### src/rtl/if_id_stage_reg_if.sv
// IF/ID handshake bundle.
//   Fetch side : in_valid, in_ready, in_instr, in_pc4, flush
//   Decode side: out_valid, out_ready, out_instr, out_pc4
// modport slave  - the IF/ID stage register itself
// modport master - the environment (fetch + decode) driving it
interface if_id_stage_reg_if #(
  parameter int unsigned PC_W = 32
);
  logic            in_valid;
  logic            in_ready;
  logic [31:0]     in_instr;
  logic [PC_W-1:0] in_pc4;
  logic            flush;
  logic            out_valid;
  logic            out_ready;
  logic [31:0]     out_instr;
  logic [PC_W-1:0] out_pc4;

  modport slave (
    input  in_valid, in_instr, in_pc4, flush, out_ready,
    output in_ready, out_valid, out_instr, out_pc4
  );

  modport master (
    output in_valid, in_instr, in_pc4, flush, out_ready,
    input  in_ready, out_valid, out_instr, out_pc4
  );
endinterface

### src/rtl/if_id_stage_reg.sv
// IF/ID pipeline boundary register for the MIPS core.
// Holds the fetched instruction and PC+4 in a 2-entry skid buffer (main + overflow
// slot) so that in_ready can come straight from a flop while still sustaining one
// instruction per cycle. Presents the held word and its decoded fields to decode.
// Ports:
//   clk, rst_n     clock, asynchronous active-low reset
//   bus            handshake bundle (fetch in_*, decode out_*, flush)
//   opcode..jaddr  field slices of the gated out_instr
module if_id_stage_reg #(
  parameter int unsigned PC_W      = 32,
  parameter logic [31:0] NOP_INSTR = 32'h0000_0000
) (
  input  logic              clk,
  input  logic              rst_n,
  if_id_stage_reg_if.slave  bus,
  output logic [5:0]        opcode,
  output logic [4:0]        rs,
  output logic [4:0]        rt,
  output logic [4:0]        rd,
  output logic [4:0]        shamt,
  output logic [5:0]        funct,
  output logic [15:0]       imm_16,
  output logic [25:0]       jaddr
);

  logic            main_valid_q, main_valid_d;
  logic [31:0]     main_instr_q, main_instr_d;
  logic [PC_W-1:0] main_pc4_q,   main_pc4_d;
  logic            skid_valid_q, skid_valid_d;
  logic [31:0]     skid_instr_q, skid_instr_d;
  logic [PC_W-1:0] skid_pc4_q,   skid_pc4_d;
  logic            in_ready_q;

  logic accept;
  logic drain;

  assign accept = bus.in_valid & in_ready_q;
  assign drain  = main_valid_q & bus.out_ready;

  always_comb begin
    main_valid_d = main_valid_q;
    main_instr_d = main_instr_q;
    main_pc4_d   = main_pc4_q;
    skid_valid_d = skid_valid_q;
    skid_instr_d = skid_instr_q;
    skid_pc4_d   = skid_pc4_q;

    if (bus.flush) begin
      // Data regs keep stale contents; output gating hides them.
      main_valid_d = 1'b0;
      skid_valid_d = 1'b0;
    end else if (drain) begin
      if (skid_valid_q) begin
        // in_ready is low while the skid is full, so no accept can coincide here.
        main_instr_d = skid_instr_q;
        main_pc4_d   = skid_pc4_q;
        skid_valid_d = 1'b0;
      end else if (accept) begin
        main_instr_d = bus.in_instr;
        main_pc4_d   = bus.in_pc4;
      end else begin
        main_valid_d = 1'b0;
      end
    end else if (!main_valid_q) begin
      if (accept) begin
        main_valid_d = 1'b1;
        main_instr_d = bus.in_instr;
        main_pc4_d   = bus.in_pc4;
      end
    end else if (accept) begin
      // Main is stalled: park the new word behind it to keep order.
      skid_valid_d = 1'b1;
      skid_instr_d = bus.in_instr;
      skid_pc4_d   = bus.in_pc4;
    end
  end

  always_ff @(posedge clk or negedge rst_n) begin
    if (!rst_n) begin
      main_valid_q <= 1'b0;
      main_instr_q <= NOP_INSTR;
      main_pc4_q   <= '0;
      skid_valid_q <= 1'b0;
      skid_instr_q <= NOP_INSTR;
      skid_pc4_q   <= '0;
      in_ready_q   <= 1'b1;
    end else begin
      main_valid_q <= main_valid_d;
      main_instr_q <= main_instr_d;
      main_pc4_q   <= main_pc4_d;
      skid_valid_q <= skid_valid_d;
      skid_instr_q <= skid_instr_d;
      skid_pc4_q   <= skid_pc4_d;
      in_ready_q   <= !skid_valid_d;
    end
  end

  assign bus.in_ready  = in_ready_q;
  assign bus.out_valid = main_valid_q;
  assign bus.out_instr = main_valid_q ? main_instr_q : NOP_INSTR;
  assign bus.out_pc4   = main_valid_q ? main_pc4_q : '0;

  assign opcode = bus.out_instr[31:26];
  assign rs     = bus.out_instr[25:21];
  assign rt     = bus.out_instr[20:16];
  assign rd     = bus.out_instr[15:11];
  assign shamt  = bus.out_instr[10:6];
  assign funct  = bus.out_instr[5:0];
  assign imm_16 = bus.out_instr[15:0];
  assign jaddr  = bus.out_instr[25:0];

endmodule

### src/flat_wrapper.sv
// flat-port wrapper written by rule: the top's interface ports become plain ports
module if_id_stage_reg_flat 
#(
  parameter int unsigned PC_W      = 32,
  parameter logic [31:0] NOP_INSTR = 32'h0000_0000
)
  (clk, rst_n, opcode, rs, rt, rd, shamt, funct, imm_16, jaddr, bus_in_valid, bus_in_instr, bus_in_pc4, bus_flush, bus_out_ready, bus_in_ready, bus_out_valid, bus_out_instr, bus_out_pc4);
  if_id_stage_reg_if #(.PC_W(PC_W)) bus_i ();
  input  logic clk;
  input  logic rst_n;
  output logic [5:0] opcode;
  output logic [4:0] rs;
  output logic [4:0] rt;
  output logic [4:0] rd;
  output logic [4:0] shamt;
  output logic [5:0] funct;
  output logic [15:0] imm_16;
  output logic [25:0] jaddr;
  input wire logic [$bits(bus_i.in_valid)-1:0] bus_in_valid;
  input wire logic [$bits(bus_i.in_instr)-1:0] bus_in_instr;
  input wire logic [$bits(bus_i.in_pc4)-1:0] bus_in_pc4;
  input wire logic [$bits(bus_i.flush)-1:0] bus_flush;
  input wire logic [$bits(bus_i.out_ready)-1:0] bus_out_ready;
  output wire logic [$bits(bus_i.in_ready)-1:0] bus_in_ready;
  output wire logic [$bits(bus_i.out_valid)-1:0] bus_out_valid;
  output wire logic [$bits(bus_i.out_instr)-1:0] bus_out_instr;
  output wire logic [$bits(bus_i.out_pc4)-1:0] bus_out_pc4;
  assign bus_i.in_valid = bus_in_valid;
  assign bus_i.in_instr = bus_in_instr;
  assign bus_i.in_pc4 = bus_in_pc4;
  assign bus_i.flush = bus_flush;
  assign bus_i.out_ready = bus_out_ready;
  assign bus_in_ready = bus_i.in_ready;
  assign bus_out_valid = bus_i.out_valid;
  assign bus_out_instr = bus_i.out_instr;
  assign bus_out_pc4 = bus_i.out_pc4;
  if_id_stage_reg #(.PC_W(PC_W), .NOP_INSTR(NOP_INSTR)) u_core (.clk(clk), .rst_n(rst_n), .bus(bus_i), .opcode(opcode), .rs(rs), .rt(rt), .rd(rd), .shamt(shamt), .funct(funct), .imm_16(imm_16), .jaddr(jaddr));
endmodule
### config.mk
export PLATFORM = sky130hd
export DESIGN_NAME = if_id_stage_reg_flat
export DESIGN_NICKNAME = d
export VERILOG_FILES = /design/src/rtl/if_id_stage_reg_if.sv /design/src/rtl/if_id_stage_reg.sv /design/src/flat_wrapper.sv
export SDC_FILE = /design/constraint.sdc
export NUM_CORES = 1
export LEC_CHECK = 0
export CORE_ASPECT_RATIO = 1.4
export CORE_MARGIN = 10
export CORE_UTILIZATION = 43
export DETAILED_ROUTE_END_ITERATION = 16
export PLACE_DENSITY = 0.77
export SLEW_MARGIN = 15
export SYNTH_ARGS = -nofsm -noshare
export SYNTH_HDL_FRONTEND = slang
export SYNTH_SLANG_ARGS = --single-unit
### constraint.sdc
create_clock -name clk -period 1.5 [get_ports clk]
set_input_delay 0.3 -clock clk [delete_from_list [all_inputs] [get_ports clk]]
set_output_delay 0.3 -clock clk [all_outputs]
set_load 0.05 [all_outputs]
Word level (Yosys, flattened, before mapping)
Index checks and enable logic that the tools add are counted.
{"block": "word_totals", "word_cells": 38, "register_bits": 131, "in_bits": 69, "output_inout_bits": 140}
{"block": "op_classes", "muxes": 20, "n_eq_ne": 3, "reduce_logical": 4, "bitwise": 4}
{"operator": "two-way mux 32 bit", "n": 10}
{"operator": "two-way mux 1 bit", "n": 10}
{"operator": "!= test 3 bit, second input constant", "n": 2}
{"operator": "AND reduction 2 bit", "n": 2}
{"operator": "AND reduction 4 bit", "n": 1}
{"operator": "bitwise AND 1 bit", "n": 2}
{"operator": "!= test 2 bit, second input constant", "n": 1}
{"operator": "inverter 1 bit", "n": 2}
{"operator": "logical NOT 1 bit", "n": 1}

Depth between registers and ports, before layout
{"block": "depth", "word_depth": 6, "depth_mapped": 5, "depth_no_buf": 3}

Least setup slack after synthesis
OpenSTA, ideal clock, no wires.
{"block": "synth_timing", "path_kind": "reg-to-output", "start": "register u_core.main_valid_q, in the netlist u_core.bus.out_valid", "end": "output port funct[0]", "t_arrival_ps": 1984, "n_path_buf": 3, "path_slack_ps": -784, "path_stages_with_launch": 5, "cell_sequence": "dfrtp_1 -> clkbuf_1 -> clkbuf_1 -> and2_1 -> buf_4"}
{"block": "synth_via", "elab_chain_cells": 1}
{"item": "from (decl)", "line_no": "if_id_stage_reg.sv:26", "rtl": "logic main_valid_q, main_valid_d;"}
{"item": "from (signal assigned)", "line_no": "if_id_stage_reg.sv:88", "rtl": "main_valid_q <= main_valid_d;"}
{"item": "two-way mux 32 bit", "line_no": "if_id_stage_reg.sv:100", "rtl": "assign bus.out_instr = main_valid_q ? main_instr_q : NOP_INSTR;"}
{"item": "to (decl)", "line_no": "flat_wrapper.sv:16", "rtl": "output logic [5:0] funct;"}
No other way between the ends.

Worst setup path in the final report
{"block": "layout_timing", "start": "register u_core.main_valid_q, in the netlist u_core.bus.out_valid", "end": "register u_core.main_pc4_q[12]"}
{"block": "layout_via", "elab_chain_cells": 3, "word_cells_on_any_way": 4}
{"item": "bitwise AND 1 bit", "line_no": "if_id_stage_reg.sv:38", "rtl": "assign drain = main_valid_q & bus.out_ready;"}
{"item": "!= test 2 bit (no line)"}
{"item": "AND reduction 2 bit (no line)"}
{"item": "to (signal assigned)", "line_no": "if_id_stage_reg.sv:90", "rtl": "main_pc4_q <= main_pc4_d;"}
{"item": "to (decl)", "line_no": "if_id_stage_reg.sv:28", "rtl": "logic [PC_W-1:0] main_pc4_q, main_pc4_d;"}
Parallel ways exist; a longest one is shown, timed or not.
A chain may end at the register's enable or synchronous reset.

==> impl_results.rst <==
.. list-table::
   :header-rows: 1

   * - Metric
     - Value
   * - Number of synthesis warnings
     - 0
   * - Placeable core region
     - 0.01574 mm²
   * - Synthesized net count
     - 670
   * - Max Transition Viols Final
     - 0
   * - Proportion of layout cells with a drive suffix above 1
     - 0.5725
   * - Violations in the final reports
     - negative setup slack
   * - Clock period minus final worst setup slack
     - 1906 ps
   * - Number of design rule violations left after detail routing
     - 0
   * - H-tree lvl count
     - 4
   * - Number of nets in the finished design
     - 828
   * - Number of buffers between clock root and the deepest sink
     - 2
   * - Global-route usage over all layers
     - 0.2244
   * - Mean post-synth cell area
     - 11.55 µm²
   * - Clock transition at the register clock pins on the worst setup and hold paths after CTS
     - 60 ps
   * - Antenna violations before repair
     - 0
   * - Endpoints failing setup
     - 271
   * - Data arrival time at the worst-slack endpoint
     - 2210 ps
   * - Number of nets with antenna violations after detailed routing
     - 0
   * - Number of flops mapped to enable cells by yosys
     - 0
   * - Later-pin clock latency in the skew report
     - 420 ps
   * - Placed standard-cell area
     - 0.01075 mm²
   * - DPL Wire Length
     - 14660 µm
   * - Vias in the first global route
     - 6413
   * - Routed wire per std cell
     - 27.03 µm
   * - Slew HR
     - 0.7498
   * - Final Hold Viols
     - 0
   * - Gr ovfl total
     - 0
   * - Worst hold margin
     - 345.8 ps
   * - I/O pin total
     - 209
   * - Type of the tightest min-delay check
     - input port to asynchronous set/reset pin
   * - Die boundary height
     - 170.3 µm
   * - Clock root buffer
     - clkbuf_16
   * - Maximum vdd ir drop
     - 0.7982 mV
   * - Number of different library cells in the post-synthesis netlist
     - 24
   * - Cell type contributing the most total cell area after synthesis
     - dfrtp_1
   * - Worst-path fanout max
     - 8
   * - Result of the run
     - finished with violations
   * - CTS tree
     - built
   * - Category of the worst setup path launch point
     - flip-flop
   * - Critical Path Sink Type
     - flip-flop
   * - Cell Area, Synth
     - 0.006942 mm²
   * - Worst setup timing slack at the placement stage
     - -462.0 ps
   * - Leakage
     - 0.005183 µW
   * - Max Clock Skew
     - 12.18 ps
   * - Area growth from synthesis to final layout
     - 78.21%
   * - Clock Sink Count
     - 131
   * - Commonest register cell after synthesis
     - dfrtp_1
   * - Vias
     - 5904
   * - Total power density per cell area
     - 1144 mW/mm²
   * - Sequential area share after synthesis
     - 0.4724
   * - Horizontal die dimension
     - 127.4 µm
   * - Top cells by count, synth
     - dfrtp_1, buf_4, a31oi_1, and2_1, and4_1
   * - Number of buffers inserted by port buffering
     - 208
   * - Fmax
     - 0.5247 GHz
   * - Filler Cell Count
     - 862
   * - Final worst setup slack
     - -406.0 ps
   * - Actual transition at the worst max-transition pin
     - 371.4 ps
   * - Via count normalized by instance count
     - 6.093
   * - Cells taking the most area after synthesis
     - dfrtp_1, buf_4, and4_1, o2bb2ai_1, mux2_1
   * - Max Cap Viol
     - 0
   * - Post-layout power
     - 14150 µW
   * - Die footprint
     - 0.02170 mm²
   * - Post-detailed-routing wire length
     - 26190 µm
   * - Number of storage elements in the synthesis netlist
     - 131
   * - Critical path class
     - flip-flop to flip-flop
   * - Cell count after synthesis
     - 601
   * - Ratio of final minimum period to clock period
     - 1.271
   * - Final Cell Area
     - 0.01237 mm²
   * - Row Count
     - 54
   * - Most frequent cell after synthesis
     - dfrtp_1
   * - Violation count after the first detailed-routing iteration
     - 411
   * - Detailed-routing iteration count for the pre-antenna-repair pass
     - 5
   * - Number of buffers added by the clock tree synthesis step
     - 17
   * - Starting density of the core
     - 0.4409
   * - Fraction of registers with async set or reset after synthesis
     - 1.000
   * - Proportion of netlist area held by the largest area contributor
     - 0.4686
   * - Wire length of the first global-routing pass
     - 38450 µm
   * - Worst Path Required
     - 1800 ps
   * - Gpl congestion
     - 0.8094
   * - Maximum number of pins on one net before global-route repair
     - 65
   * - Unrepaired setup endpoints after global routing
     - yes
==> registers in the layout, summed over array words and instances (netlist names) <==
register	cells
u_core.main_instr_q	32
u_core.main_pc4_q	32
u_core.skid_instr_q	32
u_core.skid_pc4_q	32
u_core.bus.in_ready	1
u_core.bus.out_valid	1
u_core.skid_valid_q	1
==> placed cells by master (no fill, tap or decap), types with 2 or more instances in the layout <==
master	n
buf_4	16
clkinv_2	3
and2_2	3
o2bb2ai_2	64
bufinv_16	4
dfrtp_1	128
clkinv_4	2
clkbuf_8	2
clkdlybuf4s50_1	66
and4_1	64
buf_12	160
clkbuf_16	20
buf_6	13
inv_1	2
mux2_4	63
clkinvlp_4	4
buf_16	14
a31oi_1	65
nand2_4	2
and2_4	62
==> stage by stage <==
| stage | cells | utilization | setup TNS [ps] |
|---|---|---|---|
| 2_1_floorplan | 601 | - | -38250 |
| 3_3_place_gp | 898 | 0.6826 | -46490 |
| 3_5_place_dp | 898 | 0.6826 | -52730 |
| 4_1_cts | 965 | 0.7728 | -76910 |
| 5_1_grt | 968 | 0.7856 | -84790 |
| 6_report | 969 | 0.7858 | -77340 |
==> cells by family (layout without fill, tap and decap cells) <==
logic type,count (synthesis),count (layout),synth area share
AO/OA/AOI/OAI,133,133,0.1525
buffers and inverters,138,309,0.1273
flip-flops,131,131,0.4724
multiplexers,64,64,0.1038
other,0,1,0
AND/OR/NAND/NOR,135,135,0.1440
==> cell type report <==
cell class	count	area [µm²]	area share
sequential	131	3284	0.2655
antenna	1	2.502	0.0002023
clock buffer	19	452.9	0.03661
multi-input combinational	332	3557	0.2875
timing repair buffer	275	4638	0.3749
inverter	2	7.507	0.0006069
clock inverter	13	182.7	0.01477
tap	196	245.2	0.01982
==> metal layers <==
layer  vias to the layer above  routed length, µm  share of wire  global-route usage
met3                        46               1644          0.063             0.05970
li1                       2499                  -              -                   -
met1                      3058               9354           0.36              0.2419
met2                       301              14480           0.55              0.4068
met5                         -                  0              0                   0
met4                         0                710          0.027             0.08536
==> path summary, 6_finish.rpt <==
path	start	end	slack, ps	depth (start not counted)
min reg2reg	u_core.main_instr_q[30]	u_core.main_instr_q[30]	490	1
max	u_core.bus.out_valid	u_core.main_pc4_q[12]	-410	7
min in group clk	bus_out_ready	u_core.bus.in_ready	440	4
min	rst_n	u_core.main_pc4_q[18]	350	2
max reg2reg	u_core.bus.out_valid	u_core.main_pc4_q[12]	-410	7
max in group asynchronous	rst_n	u_core.skid_instr_q[26]	560	3
==> power breakdown <==
part | internal, µW | total, µW | switching (µW)
clock network | 2860 | 4490 | 1630
logic | 2590 | 4790 | 2200
registers | 4310 | 4870 | 567
total | 9760 | 14200 | 4390
==> worst max-delay path, stage by stage, from the launching register on <==
cell	delay, ps
dfrtp_4	480
buf_12	160
buf_4	130
nand3_4	80
a221o_4	490
buf_6	170
buf_16	140
o2bb2ai_2	130
==> what timing repair did <==
action	4_1_cts	5_1_grt
pin swaps	19	10
setup buffers	21	5
hold endpoints to repair	21	0
gates cloned	14	3
resized for setup	72	41
setup endpoints to repair	268	270
hold buffers	1	0
No activity file was read; power rests on OpenSTA's default activity.
